## config.mk

```make
export PLATFORM = sky130hd
export DESIGN_NAME = rename_unit
export DESIGN_NICKNAME = d
export VERILOG_FILES = /design/src/rtl/rename_pkg.sv /design/src/rtl/map_table.sv /design/src/rtl/rename_unit.sv
export SDC_FILE = /design/constraint.sdc
export NUM_CORES = 1
export LEC_CHECK = 0
export CAP_MARGIN = 25
export CELL_PAD_IN_SITES_DETAIL_PLACEMENT = 0
export CELL_PAD_IN_SITES_GLOBAL_PLACEMENT = 2
export CORE_MARGIN = 3
export CORE_UTILIZATION = 43
export DETAILED_ROUTE_END_ITERATION = 8
export HOLD_SLACK_MARGIN = 0.15
export PLACE_DENSITY = 0.81
export SYNTH_ARGS = -nofsm -noshare
export SYNTH_HDL_FRONTEND = slang
export SYNTH_SLANG_ARGS = --single-unit
```

## constraint.sdc

```tcl
create_clock -name clk_i -period 2.2 [get_ports clk_i]
set_input_delay 0.33 -clock clk_i [delete_from_list [all_inputs] [get_ports clk_i]]
set_output_delay 0.33 -clock clk_i [all_outputs]
set_load 0.005 [all_outputs]
```

## src/rtl/rename_pkg.sv

```systemverilog
// rename_pkg: widths, register-index types and constants shared by the rename stage.
package rename_pkg;
    localparam int NUM_ARCH_REGS = 32;
    localparam int ARCH_ADDR_LEN = 5;
    localparam int NUM_PHYS_REGS = 64;
    localparam int PHYS_ADDR_LEN = 6;
    typedef logic [ARCH_ADDR_LEN-1:0] arch_reg_t;
    typedef logic [PHYS_ADDR_LEN-1:0] phys_reg_t;
    typedef phys_reg_t [NUM_ARCH_REGS-1:0] rat_t;
    localparam phys_reg_t P0 = '0;
endpackage

```

## src/rtl/map_table.sv

```systemverilog
// map_table: arch-to-phys map with three async read ports, one write port and a whole-table restore load.
module map_table
    import rename_pkg::*;
(
    input  logic            clk_i,
    input  logic            reset_i,
    input  arch_reg_t [2:0] rd_addr,
    output phys_reg_t [2:0] rd_data,
    input  logic            we,
    input  arch_reg_t       waddr,
    input  phys_reg_t       wdata,
    input  logic            load,
    input  rat_t            load_data,
    output rat_t            map_q
);
    rat_t map;
    always_ff @(posedge clk_i or negedge reset_i)
        if (!reset_i)
            for (int i = 0; i < NUM_ARCH_REGS; i++) map[i] <= phys_reg_t'(i);
        else if (load)
            map <= load_data;
        else if (we && waddr != '0)
            map[waddr] <= wdata;
    // x0 always reads p0 regardless of table contents
    always_comb
        for (int i = 0; i < 3; i++) rd_data[i] = (rd_addr[i] == '0) ? P0 : map[rd_addr[i]];
    assign map_q = map;
endmodule

```

## src/rtl/rename_unit.sv

```systemverilog
// rename_unit: decode-to-ROB rename stage with speculative and committed RATs and flush restore.
module rename_unit
    import rename_pkg::*;
(
    input  logic        clk_i,
    input  logic        reset_i,
    input  logic        in_valid_i,
    output logic        in_ready_o,
    input  logic [31:0] in_pc_i,
    input  arch_reg_t   in_rd_i,
    input  arch_reg_t   in_rs1_i,
    input  arch_reg_t   in_rs2_i,
    input  logic        in_rd_we_i,
    input  logic        fl_empty_i,
    input  phys_reg_t   fl_alloc_addr_i,
    output logic        fl_pop_en_o,
    output logic        out_valid_o,
    input  logic        out_ready_i,
    output logic [31:0] out_pc_o,
    output arch_reg_t   out_rd_o,
    output logic        out_rd_we_o,
    output phys_reg_t   out_prd_o,
    output phys_reg_t   out_old_prd_o,
    output phys_reg_t   out_prs1_o,
    output phys_reg_t   out_prs2_o,
    input  logic        commit_en_i,
    input  arch_reg_t   commit_rd_i,
    input  phys_reg_t   commit_prd_i,
    input  logic        flush_i
);
    logic need_alloc, accept, commit_we;
    phys_reg_t [2:0] spec_rd;
    phys_reg_t [2:0] comm_rd_unused;
    rat_t comm_map, restore_map, spec_map_unused;

    assign need_alloc  = in_rd_we_i && in_rd_i != '0;
    assign in_ready_o  = (!out_valid_o || out_ready_i) && !flush_i && !(need_alloc && fl_empty_i);
    assign accept      = in_valid_i && in_ready_o;
    assign fl_pop_en_o = accept && need_alloc && reset_i;
    assign commit_we   = commit_en_i && commit_rd_i != '0;

    // restore image includes a commit landing in the same cycle as the flush
    always_comb begin
        restore_map = comm_map;
        if (commit_we) restore_map[commit_rd_i] = commit_prd_i;
    end

    map_table u_spec (
        .clk_i     (clk_i),
        .reset_i   (reset_i),
        .rd_addr   ({in_rd_i, in_rs2_i, in_rs1_i}),
        .rd_data   (spec_rd),
        .we        (accept && need_alloc),
        .waddr     (in_rd_i),
        .wdata     (fl_alloc_addr_i),
        .load      (flush_i),
        .load_data (restore_map),
        .map_q     (spec_map_unused)
    );

    map_table u_comm (
        .clk_i     (clk_i),
        .reset_i   (reset_i),
        .rd_addr   ('0),
        .rd_data   (comm_rd_unused),
        .we        (commit_we),
        .waddr     (commit_rd_i),
        .wdata     (commit_prd_i),
        .load      (1'b0),
        .load_data ('0),
        .map_q     (comm_map)
    );

    always_ff @(posedge clk_i or negedge reset_i)
        if (!reset_i) begin
            out_valid_o   <= 1'b0;
            out_pc_o      <= '0;
            out_rd_o      <= '0;
            out_rd_we_o   <= 1'b0;
            out_prd_o     <= P0;
            out_old_prd_o <= P0;
            out_prs1_o    <= P0;
            out_prs2_o    <= P0;
        end else if (accept) begin
            out_valid_o   <= 1'b1;
            out_pc_o      <= in_pc_i;
            out_rd_o      <= in_rd_i;
            out_rd_we_o   <= need_alloc;
            out_prd_o     <= need_alloc ? fl_alloc_addr_i : P0;
            out_old_prd_o <= spec_rd[2];
            out_prs1_o    <= spec_rd[0];
            out_prs2_o    <= spec_rd[1];
        end else if (out_ready_i || flush_i)
            out_valid_o   <= 1'b0;
endmodule

```

# [After elaboration in Yosys (flattened, before gate mapping)]
# Index checks and enable logic that the tools add are counted.
[op_classes] n_lt_le_gt_ge=6 n_mux=21 n_reduce_logical=24
[op_table] op="two-way mux 192 bit" n=3
[op_table] op="bitwise mux 192 bit" n=2
[op_table] op="binary-select mux 6 bit (select 5 bit)" n=3
[op_table] op="demux 6 bit (select 5 bit)" n=2
[op_table] op="two-way mux 6 bit" n=9
[op_table] op="< comparator 5 x 6 -> 1 bit (second input constant)" n=4
[op_table] op="zero test 5 bit" n=3
[op_table] op="logical AND 1 bit" n=12
[op_table] op="greater-or-equal comparator 5 x 1 -> 1 bit (second input constant)" n=2
[op_table] op="nonzero test 5 bit" n=2
[op_table] op="nonzero test 2 bit" n=2
[op_table] op="zero test 1 bit" n=3
[op_table] op="logical OR 1 bit" n=2
[op_table] op="two-way mux 1 bit" n=2
[totals] regBits=447 inputBits=72 out_inout_bits=65 wordCells=123

# [Logic depth before layout (Yosys ltp)]
# Gate-level depths: netlist of run 1.
[depth] depth_word=10 mapped_depth=8 depth_no_buf=5

# [Hierarchy]
# A second synthesis of run 1 with hierarchy kept.
[hier_totals] cells_unflattened=2994 area_unflattened_um2=32995.4
[modules_own_cells] mod="map_table at u_comm" n_inst=1 cells_per_inst=1291 area_each_um2=14211.1 seq_area_each_um2=4904.7
[modules_own_cells] mod="map_table at u_spec" n_inst=1 cells_per_inst=1285 area_each_um2=13885.8 seq_area_each_um2=4904.7
[modules_own_cells] mod="rename_unit" n_inst=1 cells_per_inst=418 area_each_um2=4898.4 seq_area_each_um2=1576.5

# [Worst setup path after synthesis of run 1]
# Ideal clock, no wire load.
[synth_timing] path_kind="input -> register" startpoint="in in_rs2_i[0]" endpoint="reg out_prs2_o[2]" setup_ns=0.122 t_arrival_ns=1.998 required_time_ns=2.078 slack_ns=0.081 cell_stages=8 path_buffers=4 cell_sequence="buf_6 -> buf_12 -> buf_6 -> buf_2 -> mux4_2 -> o221ai_1 -> o21ai_0 -> a32o_1"
[synth_via] elab_chain_cells=3 elab_cells_between_ends=4 cone_classes="mux (3); reduce/logical (1)"
[synth_lines] item="from (decl)" line_no="rename_unit.sv:12" text="input arch_reg_t in_rs2_i,"
[synth_lines] item="binary-select mux 6 bit (select 5 bit)" line_no="map_table.sv:26" text="for (int i = 0; i < 3; i++) rd_data[i] = (rd_addr[i] == '0) ? P0 : map[rd_addr[i]];"
[synth_lines] item="two-way mux 6 bit (implied by the code)" line_no="map_table.sv:26"
[synth_lines] item="two-way mux 6 bit (*)" line_no="map_table.sv:26"
[synth_lines] item="to (signal assigned)" line_no="rename_unit.sv:92" text="out_prs2_o <= spec_rd[1];"
[synth_lines] item="to (decl)" line_no="rename_unit.sv:25" text="output phys_reg_t out_prs2_o,"
# Every way passes the cells marked *; elsewhere a longest branch is shown, timed or not. The select of a mux whose other input is x is not followed.
# A chain may end at the register's enable or synchronous reset.

# [Worst setup path in the final report of run 1]
[layout_timing] startpoint="reg u_spec.map (netlist bit u_spec.map_q[11])" endpoint="reg out_prs1_o[5]"
[layout_via] elab_chain_cells=3
[layout_lines] item="from (decl)" line_no="map_table.sv:16" text="rat_t map;"
[layout_lines] item="from (signal assigned)" line_no="map_table.sv:21" text="map <= load_data;"
[layout_lines] item="from (signal, indexed assignment)" line_no="map_table.sv:23" text="map[waddr] <= wdata;"
[layout_lines] item="binary-select mux 6 bit (select 5 bit)" line_no="map_table.sv:26"
[layout_lines] item="two-way mux 6 bit (implied by the code)" line_no="map_table.sv:26"
[layout_lines] item="two-way mux 6 bit" line_no="map_table.sv:26"
[layout_lines] item="to (signal assigned)" line_no="rename_unit.sv:91" text="out_prs1_o <= spec_rd[0];"
[layout_lines] item="to (decl)" line_no="rename_unit.sv:24" text="output phys_reg_t out_prs1_o,"
# Every way passes these cells. The select of a mux whose other input is x is not followed.

==> results of run 1 <==
per-layer routing:
layer / routed length (µm) / up-vias
met2: 38000 / 840
li1: - / 7442
met4: 3960 / 0
met5: 0 / -
met1: 35900 / 9080
met3: 6200 / 178
critical path, cell delays in order (launching register included):
cell and delay, ns:
dfrtp_1 0.39, buf_4 0.15, mux4_2 0.47, nor2b_1 0.15
a2111oi_0 0.62, buf_4 0.23, o41ai_1 0.07
final cells by class:
class	count	area [µm²]	share of cell area, %
Multi-Input combinational cell	1222	11600	39.4
Sequential cell	447	11400	38.6
Timing Repair Buffer	408	3900	13.2
Clock buffer	74	1510	5.10
Tap cell	696	871	2.95
Clock inverter	20	199	0.675
Inverter	1	3.75	0.0127
power by group:
part / internal, W / switching (W) / total (W)
clock: 0.00511 / 0.00354 / 0.00865
combinational: 0.00331 / 0.00271 / 0.00602
sequential: 0.0102 / 0.00125 / 0.0115
total: 0.0186 / 0.00749 / 0.0261
flip-flops by register name (all words and copies together), names as in the netlist:
register,flops
u_comm.map_q,192
u_spec.map_q,192
out_pc_o,32
out_old_prd_o,6
out_prd_o,6
out_prs1_o,6
out_prs2_o,6
out_rd_o,5
out_rd_we_o,1
out_valid_o,1
worst min path at each step:
stage | slack, ns | start | cells after the start | to
after floorplan | 0.03 | reset_i | 0 | out_old_prd_o[0]
after global placement | 0.21 | reset_i | 1 | u_comm.map_q[152]
after detailed placement | 0.20 | reset_i | 1 | u_comm.map_q[152]
after CTS | 0.19 | flush_i | 3 | u_spec.map_q[35]
after global routing | 0.21 | flush_i | 3 | u_spec.map_q[35]
final | 0.22 | flush_i | 3 | u_spec.map_q[35]
repair_timing:
item | CTS | global route
gates resized for setup | 13 | 6
endpoints found under the hold margin | 292 | 0
buffers inserted | 4 | 1
endpoints found under the setup margin | 68 | 9
hold buffers | 2 | 0
pin swaps | 2 | 0
through the flow:
stage                     hold WS, ns  power [W]
after floorplan                0.0344     0.0145
after global placement          0.209     0.0173
after detailed placement        0.196     0.0175
after CTS                       0.190     0.0262
after global routing            0.213     0.0272
final                           0.223     0.0261
cell usage in the layout (no fill, tap or decap), drive strengths merged, types with 39 or more instances in the layout:
master / n
dfrtp: 287
buf: 282
mux2: 309
o21ai: 107
mux4: 146
mux2i: 113
clkdlybuf4s50: 123
clkbuf: 74
dfstp: 160
nand2: 238
nor3b: 39
logic make-up (layout without fill, tap and decap cells):
kind of cell           Yosys count  in the layout  share of synthesized area, %
AO/OA/AOI/OAI                  222            222                          6.34
AND/OR/NAND/NOR                432            432                          9.05
buffers and inverters          159            503                          2.84
flip-flops                     447            447                          48.2
multiplexers                   568            568                          33.6
==> impl_metrics.py, run 1 <==
metrics = {
    "die": {
        "die-area_mm2": 0.0578,
        "io-pin-count": 137,
        "dieWidth_um": 240,
        "die_y_um": 240,
        "start_util_pct": 43.7,
        "row_count": 85,
        "core-area_mm2": 0.0541,
    },
    "timing": {
        "max_freq_ghz": 0.455,
        "fin_skew_ns": 0.0163,
        "final.setup.tns_ns": 0,
        "maxSlewHeadroom_pct": 23.8,
        "tightest_slew_ns": 1.14,
        "final.period_utilization_pct": 100,
        "hold_viol": 0,
        "min_period_ns": 2.20,
        "maxSlewViolCount": 0,
        "setup_ws_ns": 0.000955,
        "setup_viol": 0,
    },
    "global_routing": {
        "grt_pass1_wl_um": 122000,
        "grt_usage_pct": 29.2,
        "grt_pass1_vias": 17800,
        "use_met1_pct": 40.1,
        "overflow": 0,
        "antenna_found_initial": 3,
        "busiest_layer": "met2",
        "grt.met2_usage_pct": 45.5,
        "grt_max_degree": 180,
        "globalRouteMet3Util_pct": 5.61,
    },
    "worst_setup_path": {
        "arrival_ns": 2.68,
        "crit_fanout": 3,
        "critPathLaunch": "u_spec.map_q[11]",
        "reg2reg_to": "out_prs1_o[5]",
        "criticalPathCategory": "register to register",
        "ff2ff_path_depth": 6,
        "worst_setup_path_start_kind": "register",
        "r2r_slack_ns": 0.001,
        "crit_required_ns": 2.68,
        "cp-endpoint": "out_prs1_o[5]",
        "end_kind": "register",
        "reg2reg_from": "u_spec.map_q[11]",
    },
    "logic_synthesis": {
        "synth_nets": 1900,
        "netlist_instances": 1828,
        "synth-seq-area-share_pct": 48.2,
        "synth_warnings": 0,
        "synth-seq-cells": 447,
        "synth_top_area_cell": "dfrtp_1",
        "synth_edf_count": 0,
        "synth_ff_type": "dfrtp_1",
        "synth_cell_types": 56,
        "yosysMostFrequentCell": "mux2_2",
        "yosys.area.top_type_share_pct": 30.4,
        "synthTopCellsByCount": "mux2_2, dfrtp_1, nand2_1",
        "netlist_top_cells_area": "dfrtp_1, dfstp_2, mux2_2, mux4_2, mux2i_1",
        "synth_area_mm2": 0.0236,
        "synth_area_per_cell_um2": 12.9,
        "async_reset_ff_share_pct": 100,
    },
    "cts": {
        "cts_tree": "built",
        "clock_sinks": 447,
        "root_buffer": "clkbuf_16",
        "clkSlewWorstSetupHoldPaths_ns": 0.06,
        "htreeDepth": 2,
        "clockBufferDepth": 3,
        "numCtsBuffers": 50,
        "clock_latency_ns": 0.60,
    },
    "status": {
        "outcome": "finished, final reports clean",
    },
    "route": {
        "firstDrtPassIters": 5,
        "vias_per_cell": 6.12,
        "wl_per_cell_um": 29.3,
        "wl_um": 84000,
        "antenna_left": 0,
        "drc": 0,
        "drt_iter0_drc": 1788,
        "routed-via-count": 17500,
    },
    "place": {
        "routabilityCongestion": 0.992,
        "dp_hpwl_um": 60700,
        "placed_area_mm2": 0.0277,
        "io_buffers": 136,
        "place_ws_ns": -0.824,
        "dp.cells": 2767,
    },
    "cells_and_area": {
        "layout.nets": 2202,
        "fin_util_pct": 54.5,
        "fillers": 4537,
        "antennaDiodeCount": 0,
        "stdcell_area_mm2": 0.0295,
        "syn2layout_area_growth_pct": 24.8,
        "drive_gt1_share_pct": 46.0,
        "final_cell_count_no_fill": 2868,
    },
    "power": {
        "peakVddDrop_mv": 0.532,
        "pwr_density_cell_mw_per_mm2": 886,
        "leakagePower_nw": 12.6,
    },
    "flow_run": {
        "maxCapViolCount": 0,
    },
    "min_path": {
        "hold_class": "input pin to register",
    },
}
Power figures use the tool's default switching activity.
==> inputs of run 2 (changes only) <==
- ABC_CLOCK_PERIOD_IN_PS: not set -> 2200
==> results of run 2 <==
Same layout as run 1: the final DEF is identical, and so are final timing and power.
==> inputs of run 3 (changes only) <==
- ABC_AREA: not set -> 1
- CORE_UTILIZATION: 43 -> 34
==> run 3 against run 2 <==
Effect of this change: critical path depth is 1 lower; non-clock buffer count grew 108; setup slack improved by 0.23 ns; combinational power rose by 8.8%; sequential power about the same; sequential share of layout area down 6.2 points; routed wire length grew 41%; synthesized area grew 19%.
==> impl_metrics.py, run 3 <==
metrics = {
    "status": {
        "outcome": "finished, final reports clean",
    },
    "place": {
        "routabilityCongestion": 0.950,
        "dp_hpwl_um": 89400,
        "place_ws_ns": -0.327,
        "io_buffers": 136,
        "dp.cells": 5663,
    },
    "cells_and_area": {
        "fillers": 8656,
        "syn2layout_area_growth_pct": 24.9,
        "final_cell_count_no_fill": 5767,
        "drive_gt1_share_pct": 15.3,
        "mostFrequentLayoutCell": "nand2_1",
        "fin_util_pct": 43.2,
        "layout.nets": 4733,
        "final_cell_mix": "nand2_1, nand3_1, inv_1",
    },
    "route": {
        "drt_iter0_drc": 2526,
        "wl_um": 119000,
        "firstDrtPassIters": 5,
        "vias_per_cell": 4.97,
        "met3_length_um": 6680,
        "wl_met1_um": 53700,
        "wl_met2_um": 53100,
        "highest_layer": "met5",
        "antenna_left": 0,
        "wl_per_cell_um": 20.6,
        "routed-via-count": 28700,
        "drc": 0,
    },
    "logic_synthesis": {
        "yosysMostFrequentCell": "nand2_1",
        "synth_edf_count": 0,
        "synth_warnings": 0,
        "synth-seq-cells": 447,
        "async_reset_ff_share_pct": 100,
        "yosys.area.top_type_share_pct": 27.5,
        "netlist_top_cells_area": "nand2_1, dfrtp_1, dfstp_2, nand3_1, inv_1",
        "synth_cell_types": 32,
        "synthTopCellsByCount": "nand2_1, nand3_1, inv_1",
        "synth_top_area_cell": "nand2_1",
        "synth_area_mm2": 0.0281,
        "synth_nets": 4389,
        "synth_area_per_cell_um2": 6.51,
        "netlist_instances": 4317,
        "synth-seq-area-share_pct": 40.5,
        "synth_ff_type": "dfrtp_1",
    },
    "timing": {
        "fin_skew_ns": 0.0227,
        "final.period_utilization_pct": 89.7,
        "min_period_ns": 1.97,
        "setup_ws_ns": 0.226,
        "setup_viol": 0,
        "maxSlewHeadroom_pct": 54.8,
        "max_freq_ghz": 0.507,
        "maxSlewViolCount": 0,
        "tightest_slew_ns": 0.678,
        "hold_viol": 0,
        "rsz0062_at_grt": "no",
    },
    "cts": {
        "cts_tree": "built",
        "clock_latency_ns": 0.62,
        "clock_sinks": 447,
        "htreeDepth": 2,
        "root_buffer": "clkbuf_16",
        "clockBufferDepth": 3,
        "clkSlewWorstSetupHoldPaths_ns": 0.06,
        "numCtsBuffers": 53,
    },
    "die": {
        "row_count": 104,
        "die-area_mm2": 0.0861,
        "io-pin-count": 137,
        "die_y_um": 293,
        "core-area_mm2": 0.0812,
        "start_util_pct": 34.6,
        "dieWidth_um": 293,
    },
    "global_routing": {
        "overflow": 0,
        "grt_pass1_vias": 27600,
        "grt_max_degree": 107,
        "grt_pass1_wl_um": 179000,
        "antenna_found_initial": 2,
        "grt_usage_pct": 27.5,
    },
    "min_path": {
        "hold_path.startpoint": "in_pc_i[25]",
        "hold_class": "input pin to register",
    },
    "power": {
        "pwr_density_cell_mw_per_mm2": 780,
        "peakVddDrop_mv": 0.654,
        "leakagePower_nw": 18.1,
    },
    "flow_run": {
        "maxCapViolCount": 0,
    },
    "worst_setup_path": {
        "reg2reg_from": "out_valid_o",
        "crit_fanout": 2,
        "critPathLaunch": "out_valid_o",
        "worst_setup_path_start_kind": "register",
        "arrival_ns": 1.64,
        "criticalPathCategory": "register to primary output",
        "end_kind": "primary output",
        "crit_required_ns": 1.87,
    },
}
[run 3: stage by stage]
step                      hold WS [ns]  cell area, µm²  TNS, ns  power [W]
final                            0.252           35100        0     0.0274
after global routing             0.245           35100        0     0.0289
after CTS                        0.223           35100        0     0.0276
after detailed placement         0.366           33200   -11.64     0.0180
after global placement           0.366           33200   -10.66     0.0179
after floorplan                 0.0344           28100        0     0.0148
[run 3: logic make-up after synthesis]
family,count (synthesis),share of synthesized area [%]
simple gates,2988,44.2
buf+inv,594,8.65
flops,447,40.5
compound gates,288,6.64
[run 3: repair_timing]
item,CTS,global route
resized for setup,4,0
hold buffers,1,0
hold endpoints to repair,303,0
buffers inserted,2,0
endpoints found under the setup margin,2,0
[run 3: critical path, stage by stage (launching register included)]
cell and delay, ns:
dfrtp_1 0.41, a21oi_4 0.17, buf_4 0.14, nand2_1 0.04, inv_1 0.05, dlygate4sd2_1 0.23
[run 3: final cells by class]
class	instances	area, µm²	share of cell area [%]
Multi-Input combinational cell	3276	14300	40.8
Sequential cell	447	11400	32.4
Timing Repair Buffer	516	4810	13.7
Clock buffer	76	1590	4.52
Inverter	367	1380	3.94
Tap cell	1060	1330	3.78
Clock inverter	24	294	0.838
Antenna cell	1	2.50	0.00713
[run 3: path summary, 6_finish.rpt]
kind	end	slack, ns	cells past startpoint
min in group asynchronous	u_comm.map_q[158]	0.43	3
worst max register to register	u_spec.map_q[173]	0.47	8
max in group asynchronous	u_comm.map_q[68]	1.08	3
worst min-delay path	out_pc_o[25]	0.25	3
worst max-delay path	in_ready_o	0.23	5
worst min register to register	u_comm.map_q[0]	0.37	0
[run 3: where the power goes]
group          leakage, nW  switching, W  internal, W
clock network        0.917       0.00378      0.00573
logic                 12.0       0.00387      0.00268
registers             5.17       0.00127       0.0101
total                 18.1       0.00892       0.0185
[run 3: metal layers]
layer	global-route usage, %	vias to the layer above
met5	0	-
met4	10.6	2
met3	3.26	181
met2	43.4	826
met1	38.5	13500
li1	-	14200
